===== src/rtl/uart_tx_engine.sv =====
// uart_tx_engine
//   UART serial transmitter. Accepts one parallel word and shifts it out as
//   start bit, DBIT data bits LSB-first, an optional parity bit and a stop
//   period of SB_TICK oversample ticks. Bit timing comes from the shared
//   16x baud tick.
// Parameters
//   DBIT     data bits per frame (5..9)
//   SB_TICK  ticks spent in the stop state (16/24/32 = 1/1.5/2 stop bits)
//   PARITY   0 = none, 1 = even, 2 = odd
// Ports
//   i_clk           system clock
//   i_rst           synchronous active-high reset
//   i_s_tick        1-cycle pulse at 16x the baud rate
//   i_tx_start      send request, honoured only while idle
//   i_din           word to send, captured on the accepting cycle
//   o_tx_busy       high while a frame is in flight
//   o_tx_done_tick  1-cycle pulse at the end of the stop period
//   o_tx            serial line, registered, idles high
module uart_tx_engine #(
  parameter int DBIT    = 8,
  parameter int SB_TICK = 16,
  parameter int PARITY  = 0
) (
  input  logic            i_clk,
  input  logic            i_rst,
  input  logic            i_s_tick,
  input  logic            i_tx_start,
  input  logic [DBIT-1:0] i_din,
  output logic            o_tx_busy,
  output logic            o_tx_done_tick,
  output logic            o_tx
);

  // Tick counter must reach both 15 and SB_TICK-1.
  localparam int SW = ($clog2(SB_TICK) < 4) ? 4 : $clog2(SB_TICK);
  localparam int NW = (DBIT <= 2) ? 1 : $clog2(DBIT);

  typedef enum logic [2:0] {
    S_IDLE,
    S_START,
    S_DATA,
    S_PAR,
    S_STOP
  } state_t;

  state_t          r_state;
  logic [SW-1:0]   r_s_cnt;
  logic [NW-1:0]   r_n_cnt;
  logic [DBIT-1:0] r_shift;
  logic            r_par;
  logic            r_tx;
  logic            r_busy;
  logic            r_done;

  // Parity of the full word once the last data bit is folded in.
  logic w_par_acc;
  logic w_par_bit;
  assign w_par_acc = r_par ^ r_shift[0];
  assign w_par_bit = (PARITY == 2) ? ~w_par_acc : w_par_acc;

  always_ff @(posedge i_clk) begin
    if (i_rst) begin
      r_state <= S_IDLE;
      r_s_cnt <= '0;
      r_n_cnt <= '0;
      r_shift <= '0;
      r_par   <= 1'b0;
      r_tx    <= 1'b1;
      r_busy  <= 1'b0;
      r_done  <= 1'b0;
    end else begin
      r_done <= 1'b0;
      case (r_state)
        S_IDLE: begin
          r_tx <= 1'b1;
          // A request coinciding with the done pulse is dropped; the source
          // re-presents it, which guarantees an idle-high gap between frames.
          if (i_tx_start && !r_done) begin
            r_shift <= i_din;
            r_par   <= 1'b0;
            r_s_cnt <= '0;
            r_tx    <= 1'b0;
            r_busy  <= 1'b1;
            r_state <= S_START;
          end
        end
        S_START: begin
          if (i_s_tick) begin
            if (r_s_cnt == SW'(15)) begin
              r_s_cnt <= '0;
              r_n_cnt <= '0;
              r_tx    <= r_shift[0];
              r_state <= S_DATA;
            end else begin
              r_s_cnt <= r_s_cnt + SW'(1);
            end
          end
        end
        S_DATA: begin
          if (i_s_tick) begin
            if (r_s_cnt == SW'(15)) begin
              r_s_cnt <= '0;
              r_par   <= w_par_acc;
              r_shift <= r_shift >> 1;
              if (r_n_cnt == NW'(DBIT - 1)) begin
                if (PARITY != 0) begin
                  r_tx    <= w_par_bit;
                  r_state <= S_PAR;
                end else begin
                  r_tx    <= 1'b1;
                  r_state <= S_STOP;
                end
              end else begin
                r_n_cnt <= r_n_cnt + NW'(1);
                r_tx    <= r_shift[1];
              end
            end else begin
              r_s_cnt <= r_s_cnt + SW'(1);
            end
          end
        end
        S_PAR: begin
          if (i_s_tick) begin
            if (r_s_cnt == SW'(15)) begin
              r_s_cnt <= '0;
              r_tx    <= 1'b1;
              r_state <= S_STOP;
            end else begin
              r_s_cnt <= r_s_cnt + SW'(1);
            end
          end
        end
        S_STOP: begin
          r_tx <= 1'b1;
          if (i_s_tick) begin
            if (r_s_cnt == SW'(SB_TICK - 1)) begin
              r_s_cnt <= '0;
              r_done  <= 1'b1;
              r_busy  <= 1'b0;
              r_state <= S_IDLE;
            end else begin
              r_s_cnt <= r_s_cnt + SW'(1);
            end
          end
        end
        default: begin
          r_tx    <= 1'b1;
          r_busy  <= 1'b0;
          r_state <= S_IDLE;
        end
      endcase
    end
  end

  assign o_tx           = r_tx;
  assign o_tx_busy      = r_busy;
  assign o_tx_done_tick = r_done;

endmodule


===== config.mk =====
export PLATFORM = sky130hd
export DESIGN_NAME = uart_tx_engine
export DESIGN_NICKNAME = d
export VERILOG_FILES = /design/src/rtl/uart_tx_engine.sv
export SDC_FILE = /design/constraint.sdc
export NUM_CORES = 1
export LEC_CHECK = 0
export ABC_AREA = 1
export BUFFER_PORTS_ARGS = -buffer_cell sky130_fd_sc_hd__buf_2
export CAP_MARGIN = 40
export CORE_MARGIN = 2
export CORE_UTILIZATION = 25
export DETAILED_ROUTE_END_ITERATION = 6
export SLEW_MARGIN = 40
export SYNTH_ARGS = -nofsm -noshare
export SYNTH_HDL_FRONTEND = slang
export SYNTH_SLANG_ARGS = --single-unit

===== constraint.sdc =====
create_clock -name i_clk -period 2.1 [get_ports i_clk]
set_clock_uncertainty 0.15 [all_clocks]
set_input_delay 0.315 -clock i_clk [delete_from_list [all_inputs] [get_ports i_clk]]
set_output_delay 0.315 -clock i_clk [all_outputs]
set_load 0.005 [all_outputs]

; ---- Yosys cells after proc, flatten, opt, wreduce, memory -nomap -nowiden
; Index checks and enable logic that the tools add are counted.
[word_totals]
register_bits = 21
wordCells = 82
out_inout_bits = 3
[op_classes]
reduce_logical = 15
n_addsub = 2
n_bitwise = 3
n_mux = 37
n_eq_ne = 18
[ops]
columns = cell, count
row1 = $mux 3, 13
row2 = $mux 8, 3
row3 = $ne 2x2->1 const B, 11
row4 = $pmux 8 s2, 1
row5 = $pmux 3 s5, 1
row6 = $mux 1, 12
row7 = $mux 4, 3
row8 = $reduce_and 6->1, 2
row9 = $reduce_and 10->1, 1
row10 = $pmux 4 s2, 1
row11 = $reduce_and 4->1, 2
row12 = $eq 3x2->1 const B, 2
row13 = $eq 3x3->1 const B, 2
row14 = $pmux 3 s2, 1
row15 = $reduce_bool 2->1, 3
row16 = $reduce_or 3->1, 2
row17 = $add 4x1->4 const B, 1
row18 = $eq 4x4->1 const B, 1
row19 = $pmux 1 s4, 1
row20 = $reduce_or 4->1, 1
row21 = $add 3x1->3 const B, 1
row22 = $eq 3x1->1 const B, 1
row23 = $logic_not 3->1, 1
row24 = $not 1->1, 3
row25 = 5 further kinds, 5

; ---- Depth between registers and ports, before layout
; Gate-level depths: netlist of the first run.
[logic_depth]
depth_word = 5
ltp_mapped = 10
ltp_nobuf = 10

; ---- Least setup slack after synthesis of the first run
; Ideal clock, no wire load.
[synth_path]
path_kind = reg-to-reg
startpoint = register r_s_cnt[0]
endpoint = register r_n_cnt[1]
setup_ns = 0.064
stages_incl_launch_ff = 7
path_slack_ns = 0.632
t_required_ns = 1.886
arrival_ns = 1.254
period_less_slack_ns = 1.468
cell_sequence = dfxtp_1 > ha_1 > nand3_2 > nor2_1 > nand3_2 > o21a_1 > nor2_1
[synth_between]
elab_chain_cells = 3
elab_cells_between_ends = 4
cone_classes = 3 x eq/ne / 1 x reduce/logical
[synth_rtl]
columns = item, line_no
row1 = from (decl), 47  ; logic [SW-1:0] r_s_cnt;
row2 = from (signal assigned), 95  ; r_s_cnt <= r_s_cnt + SW'(1);
row3 = from (signal assigned), 118  ; r_s_cnt <= r_s_cnt + SW'(1);
row4 = from (signal assigned), 129  ; r_s_cnt <= r_s_cnt + SW'(1);
row5 = $eq 4x4->1 *, "89, 101"
row6 = $ne 2x2->1 (no source line), -
row7 = $reduce_and 6->1 (no source line) *, -
row8 = to (signal assigned), 114  ; r_n_cnt <= r_n_cnt + NW'(1);
row9 = to (decl), 48  ; logic [NW-1:0] r_n_cnt;
; Every way passes the cells marked *; elsewhere a longest branch is shown, timed or not.
; A chain may end at the register's enable or synchronous reset.

; ---- Worst setup path after layout of the first run
[layout_path]
startpoint = register r_state[2]
endpoint = register r_shift[6]
[layout_between]
elab_chain_cells = 3
elab_cells_between_ends = 8
cone_classes = 4 x eq/ne / 1 x mux / 3 x reduce/logical
[layout_rtl]
columns = item, line_no
row1 = from (decl), 46  ; state_t r_state;
row2 = from (signal assigned), 63  ; r_state <= S_IDLE;
row3 = from (signal assigned), 84  ; r_state <= S_START;
row4 = from (signal assigned), 93  ; r_state <= S_DATA;
row5 = $eq 3x2->1 / $logic_not 3->1 (equally long branches), 73  ; case (r_state)
row6 = $ne 2x2->1 (no source line) / $reduce_bool 2->1 (equally long branches), -
row7 = $reduce_and 4->1 (no source line), -
row8 = to (signal assigned), 79  ; r_shift <= i_din;
row9 = to (signal assigned), 104  ; r_shift <= r_shift >> 1;
row10 = to (decl), 49  ; logic [DBIT-1:0] r_shift;
; Parallel ways exist; a longest one is shown, timed or not.

==> metrics, run 1 <==
outcome finished, final reports clean; WL/cell 9.868 um; CTS tree built; Post-Place Cells 246; fin. max-slew vios 0; Worst R2R End r_shift[6]$_SDFFE_PP0P_; post_cts resized 0; gr usage total 9.952%; Rows 25; area grow syn2layout 12.81%; crit end category flip-flop; drt pass-1 iters 4; FF+latch count, synth 21; CTS Buf Count 3; Slew @ Worst Pin 0.5033 ns; clk sink count 21; share of cells above drive strength 1 18.37%; Reg2Reg Depth 7; reg2reg start r_state[2]$_SDFFE_PP0P_; Synth cell types 27; VDD IR max 0.3544 mV; top_reg_cell synth dfxtp_1; grt total ovfl 0; Setup crit start r_state[2]$_SDFFE_PP0P_; die area 5418 sq um; total number of yosys warnings 0; power per cell area 1142 nW/um^2; DRC errors left 0; critical path startpoint category flip-flop; Ports 15; design area 1366 sq um; IO buf count 14; Core ar. 4692 sq um; Fin. Hold Viols 0; vias in the first global route 999; Final Setup Violations 0; Synth top area share 34.71%; DR vias/cell 4.416; synthesized area per cell 6.655 sq um; cell type with the highest aggregate area in the netlist dfxtp_1; DP Area 1320 sq um; Mapped Area 1211 sq um; number of max-cap violations 0; CP Max Fanout 17; worst skew pair latency 0.27 ns; DP Wirelength 1.822 mm; hold path endpoint r_shift[7]$_SDFFE_PP0P_; root buffer cell clkbuf_8; via count 1,104; non-filler cells in the finished layout 250; static leakage 0.6598 nW; first-pass GRT wire length 4.312 mm; worst hold path type in2reg; CP arrival 1.73 ns; pin count of the biggest net entering global routing 18; EDFF count, synth 0; WS Path Type reg2reg; initial drt markers 146; crit path time final 1.722 ns; instance count of the mapped netlist 182; hold path cells 2; relative max-transition margin 66.41%; Fmax achieved 580.8 MHz; Routed Antenna Nets 0; Final #Nets 212; antenna cells 0; CTS HTree Levels 1; Die Y 73.61 um; Synth area leaders dfxtp_1, nand2_1, nor2_1; setup repair bufs after CTS 0; ratio of final minimum period to clock period 81.99%; Total Wirelength 2.467 mm; initial antenna violation count 0; Hold Path Origin i_rst; Initial Util 25.81%; FF-to-FF setup slack 0.38 ns; routability cong. 0.8425; Critical Path RT 2.11 ns; clock buffer depth 2; RSZ-0062 raised after global routing false; die width 73.61 um; asr flop ratio synth 0%; Hold Buf Count CTS 0; sequential share of the synthesized area 34.71%; Setup TNS 0 ns; Clk pin slew, worst setup/hold paths 0.09 ns; syn nets 197
-- stage by stage --
step | worst slack [ns] | util [%] | total power [W] | hold WS (ns)
4_1_cts | 0.3742 | 29.12 | 0.001573 | 0.1459
2_1_floorplan | 0.6324 | - | 0.001176 | 0.2274
3_3_place_gp | 0.4030 | 28.13 | 0.001305 | 0.3061
6_report | 0.3781 | 29.12 | 0.001560 | 0.1496
3_5_place_dp | 0.3957 | 28.13 | 0.001295 | 0.3071
5_1_grt | 0.2286 | 29.12 | 0.001712 | 0.1596
-- power breakdown --
part | internal, W | switching (W)
clock network | 0.000132 | 0.000141
logic | 0.000242 | 0.000455
registers | 0.000511 | 0.0000791
-- registers in the layout (all words and copies together) (netlist names) --
| register | count |
|---|---|
| r_s_cnt | 4 |
| r_state | 3 |
| r_shift | 8 |
| o_tx_busy | 1 |
| r_n_cnt | 3 |
| o_tx | 1 |
| o_tx_done_tick | 1 |
-- worst max path at each step --
stage,end,cells after the start
after detailed placement,r_shift[6]$_SDFFE_PP0P_,7
after floorplan,r_n_cnt[1]$_SDFFE_PP0P_,6
after global routing,r_shift[6]$_SDFFE_PP0P_,7
after CTS,r_shift[6]$_SDFFE_PP0P_,7
final,r_shift[6]$_SDFFE_PP0P_,7
after global placement,r_shift[5]$_SDFFE_PP0P_,7
-- cell usage after synthesis (3+ instances only) --
master and instances:
nand3_1 13, inv_2 4, inv_1 15, ha_1 3
nand2_1 48, dfxtp_1 21, o21ai_1 3, o21ai_0 11
nor2_1 32, a21oi_1 6, nand2_2 4
-- worst max-delay path: stages (launching register included) --
cell and delay (ns):
dfxtp_1 0.56, nor2_4 0.10, nand2_4 0.17, nor2_4 0.05, o21ai_4 0.36, nand2_1 0.10
nand2_1 0.07, nor2_1 0.04
-- cells by family (layout without fill, tap and decap cells) --
family / after synthesis / count (layout) / synth area share (%)
AND/OR/NAND/NOR: 109 / 109 / 41.01
XOR/XNOR: 1 / 1 / 0.7233
buffers and inverters: 23 / 37 / 8.264
adder cells (fa/ha/maj): 3 / 3 / 3.100
flip-flops: 21 / 21 / 34.71
AO/OA/AOI/OAI: 25 / 25 / 12.19
-- per-layer routing --
layer	vias up	part of all wire [%]	track usage, %
met4	0	0.89	3.434
met3	4	5.6	2.881
met2	31	42	15.08
met1	463	51	13.46
met5	-	0	0
li1	606	-	-
-- cell type report --
| type | instances | area (sq um) |
|---|---|---|
| well taps | 54 | 67.56 |
| multi-input cells | 138 | 690.7 |
| inverters | 19 | 71.32 |
| clock buffers | 3 | 41.29 |
| clock inverters | 1 | 5.005 |
| repair buffers | 14 | 70.07 |
| fillers | 510 | 3326 |
| flip-flops and latches | 21 | 420.4 |
-- layout by cell type (no fill, tap or decap), drive strengths merged --
cell / Yosys / final
a21oi: 7 / 7
o21a: 2 / 2
a22oi: 1 / 1
clkbuf: 0 / 3
clkinv: 0 / 1
o21ai: 15 / 15
nor3: 2 / 2
nand3: 15 / 15
nand3b: 1 / 1
nor2: 35 / 35
dfxtp: 21 / 21
buf: 4 / 14
ha: 3 / 3
nand4: 2 / 2
inv: 19 / 19
xnor2: 1 / 1
nand2: 54 / 54
(Power assumes the default switching activity.)
==> run 2: changes to the inputs <==
clock period = 1.6 ns   (was 2.1 ns; I/O delays follow)
==> run 2 against run 1 <==
- cell count is 3.2% higher
- worst setup slack lost 0.27 ns
- maximum frequency up 15%
- die area stayed put
- flip-flop and latch count is the same
- worst hold slack worse by 0.071 ns
- non-clock buffer count up 8
- sequential power up 33%
- first-iteration DRC count shrank 54%
- sequential share of layout area down 1.8 points
- largest cell class unchanged
- largest power group unchanged
- highest routed layer unchanged
==> metrics, run 2 (same netlist as run 1, synthesis figures left out) <==
Clk pin slew, worst setup/hold paths 0.08 ns (about the same); Setup TNS 0 ns (unchanged); Top Registers r_shift x8, r_s_cnt x4; Rows 25 (unchanged); Final #Nets 220 (+3.8%); hold path endpoint r_shift[7]$_SDFFE_PP0P_; grt total ovfl 0 (unchanged); FF-to-FF setup slack 0.11 ns (-0.27 ns); initial drt markers 67 (-54%); post-place setup slack -0.08592 ns (-0.4816 ns); critical path's largest stage delay 0.34 ns (-0.22 ns); Die Y 73.61 um (unchanged); outcome finished, final reports clean; routability cong. 0.7966 (-5.4%); DR vias/cell 4.384 (-0.73%); CTS HTree Levels 1 (unchanged); largest reg by FF count r_shift; Hold Path Origin i_rst; fill count 514 (+0.78%); Critical Path RT 1.65 ns (-0.46 ns); root buffer cell clkbuf_8; Final Setup Violations 0 (unchanged); worst skew pair latency 0.26 ns (about the same); power per cell area 1508 nW/um^2 (+32%); fin. max-slew vios 0 (unchanged); Top Family by Delay on Critical Path simple AND/OR/NAND/NOR gates; RSZ-0062 raised after global routing true; Largest register FFs 8 (unchanged); Ports 15 (unchanged); VDD IR max 0.4627 mV (+31%); Buf+Inv Stages, Crit Path 2 (+2); number of max-cap violations 0 (unchanged); Core ar. 4692 sq um (unchanged); Reg2Reg Depth 8 (+1); WL/cell 10.53 um (+6.8%); drt pass-1 iters 4 (unchanged); via count 1,131 (+2.4%); crit path time final 1.494 ns (-0.2282 ns); die area 5418 sq um (unchanged); vias in the first global route 946 (-5.3%); static leakage 0.6997 nW (+6.0%); CP Max Fanout 14 (-3); WS Path Type reg2reg; first-pass GRT wire length 4.236 mm (-1.8%); CTS Buf Count 3 (unchanged); initial antenna violation count 0 (unchanged); crit-path cells inv_2 -> nand2_1 -> nor3_2 -> o21ai_4 -> buf_12 -> nand2_1 -> nand2_1 -> nor2_1; commonest non-fill, non-tap cell in the layout nand2_1; Slew @ Worst Pin 0.3241 ns (-0.1793 ns); antenna cells 0 (unchanged); DP Wirelength 1.971 mm (+8.1%); die width 73.61 um (unchanged); reg2reg start r_state[1]$_SDFFE_PP0P_; Setup WS post-layout 0.1064 ns (-0.2718 ns); commonest cells after routing, fill and taps aside nand2_1, nor2_1, dfxtp_1, inv_1, buf_2; Routed Antenna Nets 0 (unchanged); gr usage total 10.14% (+0.18 points); worst hold path type in2reg; hold path cells 2 (unchanged); non-filler cells in the finished layout 258 (+3.2%); clock buffer depth 2 (unchanged); IO buf count 14 (unchanged); crit end category flip-flop; share of cells above drive strength 1 25.49% (+7.1 points); most used cell, CP nand2_1; critical path startpoint category flip-flop; ratio of final minimum period to clock period 93.35% (+11 points); pin count of the biggest net entering global routing 16 (-2); Fmax achieved 669.5 MHz (+15%); CTS tree built; clk sink count 21 (unchanged); DRC errors left 0 (unchanged); Worst R2R End r_shift[6]$_SDFFE_PP0P_; Total Wirelength 2.718 mm (+10%); Initial Util 25.81% (unchanged); CP arrival 1.54 ns (-0.19 ns); Fin. Hold Viols 0 (unchanged); Post-Place Cells 253 (+2.8%); Slowest-stage cell, CP dfxtp_1; relative max-transition margin 78.28% (+12 points); area grow syn2layout 22.31%
[run 2: repair_timing]
action / in CTS / in global routing
gates resized for setup: 3 / 10
pin swaps: 2 / 4
setup endpoints to repair: 14 / 17
gates cloned: 0 / 0
hold endpoints to repair: 0 / 0
buffers inserted: 0 / 1
hold buffers: 0 / 0
[run 2: worst reg2reg max path, cell delays in order (launching register included)]
cell     delay (ns)
dfxtp_1        0.34
inv_2          0.12
nand2_1        0.11
nor3_2         0.27
o21ai_4        0.10
buf_12         0.15
nand2_1        0.05
nand2_1        0.04
nor2_1         0.09
[run 2: layer usage]
metal	up-vias	track usage, %	routed length (um)
met1	487	14.24	1425
met2	19	15.58	1164
met4	0	1.818	17
met3	2	2.881	111
li1	623	-	-
met5	-	0	0
[run 2: stage by stage]
| stage | util [%] | power, W | hold slack, ns | cell area, sq um |
|---|---|---|---|---|
| global placement | 29.25 | 0.001797 | 0.3046 | 1373 |
| global route | 31.57 | 0.002431 | 0.07183 | 1481 |
| CTS | 30.48 | 0.002176 | 0.06971 | 1430 |
| finish | 31.57 | 0.002234 | 0.07891 | 1481 |
| floorplan | - | 0.001543 | 0.1524 | 1211 |
| detailed placement | 29.25 | 0.001802 | 0.3090 | 1373 |
[run 2: cell type report]
type                    count  area [sq um]  area share (%)
clock buffers               4         45.04           3.041
inverters                  19         71.32           4.814
multi-input cells         138         725.7           48.99
flip-flops and latches     21         429.2           28.97
well taps                  54         67.56           4.561
repair buffers             22         142.6           9.628
[run 2: report_power, final]
part / total, W / switching [W] / internal, W
Sequential: 0.000784 / 0.000105 / 0.000679
Combinational: 0.00110 / 0.000658 / 0.000441
Clock: 0.000351 / 0.000173 / 0.000177
[run 2: worst max-delay path by stage]
stage / start / to / slack, ns / cells after the start
3_5_place_dp: r_s_cnt[0]$_SDFFE_PP0P_ / r_n_cnt[2]$_SDFFE_PP0P_ / -0.09 / 7
6_report: r_state[1]$_SDFFE_PP0P_ / r_shift[6]$_SDFFE_PP0P_ / 0.11 / 8
3_3_place_gp: r_s_cnt[0]$_SDFFE_PP0P_ / r_n_cnt[1]$_SDFFE_PP0P_ / -0.06 / 7
2_1_floorplan: r_s_cnt[0]$_SDFFE_PP0P_ / r_n_cnt[1]$_SDFFE_PP0P_ / 0.13 / 6
5_1_grt: r_state[0]$_SDFFE_PP0P_ / r_shift[6]$_SDFFE_PP0P_ / -0.03 / 8
4_1_cts: r_s_cnt[0]$_SDFFE_PP0P_ / r_state[0]$_SDFFE_PP0P_ / 0.002 / 8
==> run 3: changes to the inputs <==
CORE_UTILIZATION = 59   (was 25)
CTS_BUF_LIST = sky130_fd_sc_hd__clkbuf_2   (was default)
PLACE_DENSITY = 0.81   (was default)
clock period = 1.7 ns   (was 1.6 ns; I/O delays follow)
==> run 3 against run 2 <==
- flip-flop and latch count unchanged
- combinational power down 12%
- via count up 5.6%
- critical endpoint is now r_state[2]$_SDFFE_PP0P_
==> metrics, run 3 (same netlist as run 1, synthesis figures left out) <==
crit-path cells ha_1 -> ha_2 -> inv_1 -> nand3_1 -> nand2_1 -> nor2_2 -> nand2_2 -> nand2_1 -> nand2_1 -> nor2_1; Initial Util 62.37% (+37 points); die area 2431 sq um (-55%); Final Setup Violations 0 (unchanged); DRC errors left 0 (unchanged); WL/cell 11.84 um (+12%); combinational power share 50.1% (+0.9 points); post-place setup slack 0.05958 ns (+0.1455 ns); Tot Pwr 0.001938 W (-13%); Total Wirelength 2.700 mm (-0.66%); Slew @ Worst Pin 0.4906 ns (+0.1665 ns); WS Path Type reg2reg; Core ar. 1942 sq um (-59%); clock power share 11.0% (-4.7 points); worst hold path type in2reg; grt total ovfl 0 (unchanged); static leakage 0.6775 nW (-3.2%); routability cong. 1.020 (+28%); root buffer cell clkbuf_2; CP Max Fanout 6 (-8); fin. max-slew vios 0 (unchanged); Largest register FFs 8 (unchanged); DP Area 1314 sq um (-4.3%); Final #Nets 217 (-1.4%); Die Y 49.31 um (-33%); cell-internal power 0.001052 W (-19%); share of cells above drive strength 1 24.38% (-1.1 points); first-pass GRT wire length 4.367 mm (+3.1%); most used cell, CP nand2_1; gr usage total 23.05% (+13 points); power per cell area 1386 nW/um^2 (-8.1%); critical path's largest stage delay 0.38 ns (+0.04 ns); worst skew pair latency 0.33 ns (+0.07 ns); critical path startpoint category flip-flop; Buf+Inv Stages, Crit Path 1 (-1); CP arrival 1.71 ns (+0.17 ns); vias in the first global route 1,035 (+9.4%); antenna cells 0 (unchanged); Top Registers r_shift x8, r_s_cnt x4; Routed Antenna Nets 0 (unchanged); fill count 163 (-68%); Fin. Hold Viols 0 (unchanged); Setup WS post-layout 0.1194 ns (+0.01308 ns); ratio of final minimum period to clock period 92.97% (-0.38 points); initial antenna violation count 0 (unchanged); commonest cells after routing, fill and taps aside nand2_1, nor2_1, inv_1, dfxtp_1, buf_2; Top Family by Delay on Critical Path simple AND/OR/NAND/NOR gates; die width 49.31 um (-33%); initial drt markers 36 (-46%); Fmax achieved 632.7 MHz (-5.5%); relative max-transition margin 67.26% (-11 points); CTS HTree Levels 1 (unchanged); area grow syn2layout 15.50%; Critical Path RT 1.83 ns (+0.18 ns); VDD IR max 0.7799 mV (+69%); outcome finished, final reports clean; crit end category flip-flop; switching pwr 0.0008866 W (-5.3%); DP Wirelength 1.852 mm (-6.0%); design area 1399 sq um (-5.6%); clk sink count 21 (unchanged); CTS tree built; Seq pwr share 39.0% (+3.9 points); drt pass-1 iters 4 (unchanged); Rows 16 (-36%); Clk pin slew, worst setup/hold paths 0.21 ns (+0.13 ns); sw frac 45.74% (+3.8 points); RSZ-0062 raised after global routing true; pin count of the biggest net entering global routing 17 (+1); clock buffer depth 2 (unchanged); Ports 15 (unchanged); Slowest-stage cell, CP dfxtp_2; number of max-cap violations 0 (unchanged); CTS Buf Count 3 (unchanged); crit path time final 1.581 ns (+0.08692 ns); Setup TNS 0 ns (unchanged); Min Hold Slack 0.08514 ns (+0.006222 ns); multi-input logic area 718.2 sq um (-1.0%); IO buf count 14 (unchanged); DR vias/cell 5.237 (+19%); via count 1,194 (+5.6%); largest reg by FF count r_shift; commonest non-fill, non-tap cell in the layout nand2_1; FF/Latch Area 430.4 sq um (+0.29%)
## run 3: cell types whose count changed in the layout (fill, tap and decap cells not counted)
cell / previous run / this run
clkinv_2: 0 / 1
nand3_2: 2 / 1
dfxtp_2: 4 / 5
nor2_2: 1 / 3
dfxtp_1: 16 / 15
nor2_4: 3 / 2
dlygate4sd3_1: 0 / 2
clkbuf_2: 0 / 3
clkbuf_8: 3 / 0
nor2_1: 31 / 30
nand3_1: 12 / 13
clkbuf_1: 1 / 0
buf_4: 7 / 2
## run 3: final timing paths
path / start / to / slack [ns] / depth (start not counted)
worst max-delay path: r_n_cnt[0]$_SDFFE_PP0P_ / r_state[2]$_SDFFE_PP0P_ / 0.12 / 10
worst min-delay path: i_din[2] / r_shift[2]$_SDFFE_PP0P_ / 0.09 / 5
worst max register to register: r_n_cnt[0]$_SDFFE_PP0P_ / r_state[2]$_SDFFE_PP0P_ / 0.12 / 10
worst min register to register: r_shift[7]$_SDFFE_PP0P_ / r_shift[7]$_SDFFE_PP0P_ / 0.33 / 2
## run 3: area by class of cell
type	count	share of cell area [%]
Timing Repair Buffer	19	8.945
Clock buffer	3	1.073
Tap cell	27	2.415
Inverter	19	5.098
Sequential cell	21	30.77
Multi-Input combinational cell	138	51.34
Clock inverter	1	0.3578
## run 3: worst min-delay path, cell delays in order
cell and delay (ns):
buf_2 0.07, nand2_1 0.04, o21ai_0 0.06, nor2_1 0.05, nor2_1 0.08
## run 3: power groups by stage
stage                     Clock (W)  Combinational (W)  Sequential (W)
after floorplan                   0           0.000746        0.000707
after global placement            0           0.000883        0.000733
after detailed placement          0           0.000914        0.000739
after CTS                  0.000226           0.000927        0.000728
after global routing       0.000237            0.00111        0.000770
final                      0.000213           0.000971        0.000755
## run 3: repair_timing
item                                    in CTS  in global routing
hold buffers                                 1                  1
endpoints found under the hold margin        4                  1
setup buffers                                0                  1
endpoints found under the setup margin       0                 16
resized for setup                            0                 13
## run 3: per-stage QoR
step / instances / util [%]
global route: 228 / 72.04
detailed placement: 221 / 67.65
finish: 228 / 72.04
CTS: 226 / 69.20
floorplan: 182 / -
global placement: 221 / 67.65
## run 3: per-layer routing
layer  GRT usage, %  routed length (um)
met1          31.08                1192
met2          37.16                1358
met3          6.442                 149
met4          3.810                   0
met5              0                   0
